`config.mk`:
```
export PLATFORM = sky130hd
export DESIGN_NAME = suma_serial_ctrl
export DESIGN_NICKNAME = d
export VERILOG_FILES = /design/src/rtl/suma_serial_ctrl.sv
export SDC_FILE = /design/constraint.sdc
export NUM_CORES = 1
export LEC_CHECK = 0
export CAP_MARGIN = 0
export CORE_ASPECT_RATIO = 2
export CORE_UTILIZATION = 40
export CTS_CLUSTER_SIZE = 20
export DETAILED_ROUTE_END_ITERATION = 8
export PLACE_DENSITY = 0.68
export SLEW_MARGIN = 10
export SYNTH_ARGS = -nofsm -noshare
export SYNTH_HDL_FRONTEND = slang
export SYNTH_SLANG_ARGS = --single-unit
```
`constraint.sdc`:
```
create_clock -name clk -period 1.3 [get_ports clk]
set_clock_uncertainty 0.15 [all_clocks]
set_input_delay 0.26 -clock clk [delete_from_list [all_inputs] [get_ports clk]]
set_output_delay 0.26 -clock clk [all_outputs]
set_load 0.02 [all_outputs]
```
`src/rtl/suma_serial_ctrl.sv`:
```
`default_nettype none
// ============================================================================
//  Module      : suma_serial_ctrl
//  Description : Bit-serial addition controller. It drives one external 1-bit
//                full adder (suma) to add two WIDTH-bit operands LSB first,
//                one bit per clock, keeping the carry in a register between
//                cycles. It shifts the sum bits into a result register and
//                raises a one-cycle done pulse when the result is complete.
//
//  Ports       :
//      clk       - system clock, rising edge
//      rst       - asynchronous active-high reset
//      start     - operation request, sampled only while idle
//      a, b      - WIDTH-bit operands, latched when start is accepted
//      cin       - initial carry-in, latched when start is accepted
//      busy      - high while bits are being added
//      done      - one-cycle pulse; sum/cout valid from here on
//      sum       - registered WIDTH-bit result
//      cout      - registered final carry-out
//      add_a     - to full adder A
//      add_b     - to full adder B
//      add_cin   - to full adder Cin
//      add_s     - from full adder S
//      add_cout  - from full adder Cout
//
//  Revision    : 1.0 - initial release
// ============================================================================
module suma_serial_ctrl #(
    parameter int WIDTH = 8
) (
    input  logic             clk,
    input  logic             rst,
    input  logic             start,
    input  logic [WIDTH-1:0] a,
    input  logic [WIDTH-1:0] b,
    input  logic             cin,
    output logic             busy,
    output logic             done,
    output logic [WIDTH-1:0] sum,
    output logic             cout,
    output logic             add_a,
    output logic             add_b,
    output logic             add_cin,
    input  logic             add_s,
    input  logic             add_cout
);

    // Bit counter just wide enough to index WIDTH bits.
    localparam int              c_cnt_w = (WIDTH > 1) ? $clog2(WIDTH) : 1;
    localparam logic [c_cnt_w-1:0] c_last = c_cnt_w'(WIDTH - 1);

    typedef enum logic [1:0] {
        S_IDLE = 2'd0,
        S_RUN  = 2'd1,
        S_DONE = 2'd2
    } state_t;

    state_t              r_state;
    logic [WIDTH-1:0]    r_sa;
    logic [WIDTH-1:0]    r_sb;
    logic [WIDTH-1:0]    r_sum;
    logic                r_c;
    logic                r_cout;
    logic                r_busy;
    logic                r_done;
    logic [c_cnt_w-1:0]  r_cnt;

    // ------------------------------------------------------------------------
    // Control FSM and datapath registers. busy/done are registered next to
    // the state so they are glitch-free and exactly track RUN/DONE.
    // ------------------------------------------------------------------------
    always_ff @(posedge clk or posedge rst) begin
        if (rst) begin
            r_state <= S_IDLE;
            r_sa    <= '0;
            r_sb    <= '0;
            r_sum   <= '0;
            r_c     <= 1'b0;
            r_cout  <= 1'b0;
            r_busy  <= 1'b0;
            r_done  <= 1'b0;
            r_cnt   <= '0;
        end else begin
            case (r_state)
                S_IDLE: begin
                    r_done <= 1'b0;
                    if (start) begin
                        // sum/cout are left alone so the previous result
                        // stays readable until shifting begins.
                        r_sa    <= a;
                        r_sb    <= b;
                        r_c     <= cin;
                        r_cnt   <= '0;
                        r_busy  <= 1'b1;
                        r_state <= S_RUN;
                    end
                end

                S_RUN: begin
                    r_sa  <= r_sa >> 1;
                    r_sb  <= r_sb >> 1;
                    r_c   <= add_cout;
                    // New bit enters at the MSB; after WIDTH shifts bit i
                    // has walked down to position i.
                    r_sum <= {add_s, r_sum[WIDTH-1:1]};
                    r_cnt <= r_cnt + 1'b1;
                    if (r_cnt == c_last) begin
                        r_cout  <= add_cout;
                        r_busy  <= 1'b0;
                        r_done  <= 1'b1;
                        r_state <= S_DONE;
                    end
                end

                S_DONE: begin
                    // Always pass through IDLE before a new accept.
                    r_done  <= 1'b0;
                    r_state <= S_IDLE;
                end

                default: begin
                    r_busy  <= 1'b0;
                    r_done  <= 1'b0;
                    r_state <= S_IDLE;
                end
            endcase
        end
    end

    // ------------------------------------------------------------------------
    // Full-adder drive. r_busy is high exactly in RUN, so gating with it
    // forces the adder inputs to 0 in IDLE/DONE and immediately on reset.
    // ------------------------------------------------------------------------
    assign add_a   = r_busy & r_sa[0];
    assign add_b   = r_busy & r_sb[0];
    assign add_cin = r_busy & r_c;

    assign busy    = r_busy;
    assign done    = r_done;
    assign sum     = r_sum;
    assign cout    = r_cout;

endmodule
`default_nettype wire

```
==> flow_summary.yaml <==
status:
  status: "finished with violations"
  failed_checks: "setup timing"
sta:
  min_period_ps: 1440
  relSlewSlack: 0.828
  rsz0062_at_grt: "true"
  drv_slew: 0
  worst_pin_slew_ps: 258
  max_freq_ghz: 0.692
  setup_ws_ps: -145
  setup_viol: 24
  setup-tns-final_ps: -1820
  period_share: 1.11
  hold_violations: 0
floorplan:
  core_area_um2: 3420
  die-height_um: 87.2
  fp-row-count: 30
  ios: 36
  die_w_um: 44.6
  start_util: 0.425
  die_area_um2: 3880
synthesis:
  synth_nets: 167
  synth_area_leader_cell: "dfrtp_1"
  yosysSeqAreaShare: 0.569
  syn_area_um2: 1450
  synth_area_per_cell_um2: 10.1
  synthCells: 143
  ys_ff_latch: 33
  synth.area.top_cells: "dfrtp_1 (57%), nand2_1 (6.5%), inv_1 (3.4%)"
  yosysWarnings: 0
  ys_types: 27
  synth_top_area_frac: 0.569
grt:
  grt_use_total: 0.216
  grt_overflow: 0
  antenna_found_initial: 0
  grt_pass1_vias: 1364
  grt_start_max_net_pins: 34
  grt_pass1_wl_um: 6120
drt:
  vias_per_cell: 5.20
  ant_nets: 0
  drtIter0Drc: 32
  routed_wl_um: 4470
  routedWlPerCell_um: 17.0
  route.detailed.drc: 0
  dr.pass1.iters: 4
  via_count: 1362
final_layout:
  area_growth_pct: 70.3
  fin_cells: 262
  diodes: 0
  fillers: 246
  fin_nets: 237
  drive_gt1_frac: 0.463
hold_path:
  hold_path_class: "in2async"
worst_setup_path:
  r2r_start: "r_cnt[0]$_DFFE_PP0P_"
  rr_worst_depth: 4
  crit_family: "flip-flops"
  crit_arrival_ps: 1460
  rrSetupSlack_ps: -140
  crit_end: "cout$_DFFE_PP0P_"
  path_class: "reg2reg"
  reg2reg_to: "cout$_DFFE_PP0P_"
  crit_slowest_cell: "dfrtp_1"
  cp_slowest_stage_delay_ps: 360
  critPathRequiredTime_ps: 1310
  cp_num_buf_inv: 0
  crit_path_end_kind: "flop"
  cp_num_cells: 4
  path_max_fanout: 4
  startpoint: "r_cnt[0]$_DFFE_PP0P_"
  path_cells: "ha_2 -> ha_4 -> and2_4 -> mux2_2"
  worstSetupStartpointType: "flop"
place:
  place_congestion: 0.836
  io_buffers: 35
  dp_hpwl_um: 2680
  dpl.cell_count: 242
clock_tree:
  cts_sinks: 33
  clk_pin_slew_worst_paths_ps: 70
  htreeDepth: 2
  clock_path_buffers: 2
  cts_root_buffer: "clkbuf_8"
  cts_tree: "done"
  cts_buffers: 5
  clock_latency_ps: 280
power_and_ir_drop:
  total_power_uw: 5860
  p_leak_uw: 0.00114
  irDropWorstVdd_mv: 1.50
  power_density_nw_per_um2: 2370
flow_run:
  maxCapViolCount: 0
-- worst min path at each step --
stage / start / endpoint / slack [ps] / cells after the start
2_1_floorplan: add_s / sum[7]$_DFFE_PP0P_ / 220 / 2
3_3_place_gp: sum[0]$_DFFE_PP0P_ / sum[0]$_DFFE_PP0P_ / 320 / 2
3_5_place_dp: sum[0]$_DFFE_PP0P_ / sum[0]$_DFFE_PP0P_ / 320 / 2
4_1_cts: rst / r_sa[5]$_DFFE_PP0P_ / 170 / 3
5_1_grt: rst / r_sa[5]$_DFFE_PP0P_ / 190 / 3
6_report: rst / r_sa[5]$_DFFE_PP0P_ / 160 / 3
-- cell usage after synthesis --
master     instances
a22o_1             3
nor2b_1            1
or4b_1             1
o22ai_1            7
o2bb2ai_1          4
and2_1             4
o22a_1             1
nand2b_1           4
mux2_2             1
a21oi_1            2
a22oi_1            6
dfrtp_1           33
nor4b_1            2
o31ai_1            1
o21ai_0            4
buf_2              6
inv_1             13
nand2_1           25
a2bb2oi_1          4
nor2_1             5
clkbuf_1           1
buf_4              1
a21o_1             1
nor3_1             8
o21bai_1           1
a211oi_1           2
ha_1               2
-- sequential cells by signal (all words and copies together), names as in the netlist --
register and cells:
r_cnt 3, r_c 1, cout 1, r_state 2
r_sa 8, busy 1, sum 8, r_sb 8
done 1
-- per-layer routing --
metal / up-vias / track usage / wire (um)
met3: 11 / 0.0456 / 153
met4: 0 / 0.0771 / 116
li1: 635 / - / -
met2: 37 / 0.396 / 2630
met5: - / 0 / 0
met1: 679 / 0.231 / 1560
-- logic make-up after synthesis --
kind of cell,Yosys count,synth area share
AND/OR/NAND/NOR,50,0.163
AO/OA/AOI/OAI,36,0.180
adder cells (fa/ha/maj),2,0.0173
multiplexers,1,0.00776
flip-flops,33,0.569
buffers and inverters,21,0.0621
-- where the power goes --
part,switching (uW),internal [uW],leakage [uW]
clock network,350,380,0.0000395
registers,331,1500,0.000394
logic,1580,1720,0.000703
total,2260,3610,0.00114
-- what timing repair did --
action | 4_1_cts | 5_1_grt
gates resized for setup | 73 | 55
hold buffers | 0 | 0
hold endpoints to repair | 0 | 0
buffers inserted | 2 | 7
setup endpoints to repair | 34 | 36
pin swaps | 4 | 13
gates cloned | 0 | 3
-- area by class of cell --
type	count	area, um^2	share of cell area
multi-input combinational	89	787	0.319
tap	48	60.1	0.0243
timing repair buffer	71	662	0.268
sequential	33	828	0.335
inverter	13	52.6	0.0213
clock buffer	8	80.1	0.0324
-- placed cells by master (no fill, tap or decap), types with 2 or more instances in the layout --
cell	Yosys	final
buf_6	0	11
o22ai_2	0	6
and2_1	4	2
buf_8	0	2
a22oi_2	0	5
dfrtp_2	0	2
buf_2	6	10
nor3_2	0	4
nand2b_4	0	3
buf_12	0	2
dfrtp_1	33	31
a22o_1	3	3
nor3_1	8	3
a211oi_2	0	2
o21ai_1	0	3
inv_1	13	12
clkbuf_8	0	5
a2bb2oi_1	4	3
and2_4	0	2
buf_4	1	23
nand2_1	25	25
clkbuf_1	1	3
clkdlybuf4s50_1	0	20
nor2_2	0	3
o2bb2ai_2	0	3
-- worst min-delay path, delay by kind of cell --
kind	cells	cell delay, ps
buf+inv	3	690
-- metrics by stage --
stage / hold WS, ps / instance area, um^2 / setup WS, ps / utilization
global route: 191 / 2470 / -194 / 0.723
floorplan: 215 / 1470 / -59.7 / -
detailed placement: 320 / 2050 / -388 / 0.599
CTS: 168 / 2120 / -140 / 0.621
global placement: 318 / 2050 / -341 / 0.599
finish: 164 / 2470 / -145 / 0.723
Power figures use the tool's default switching activity.
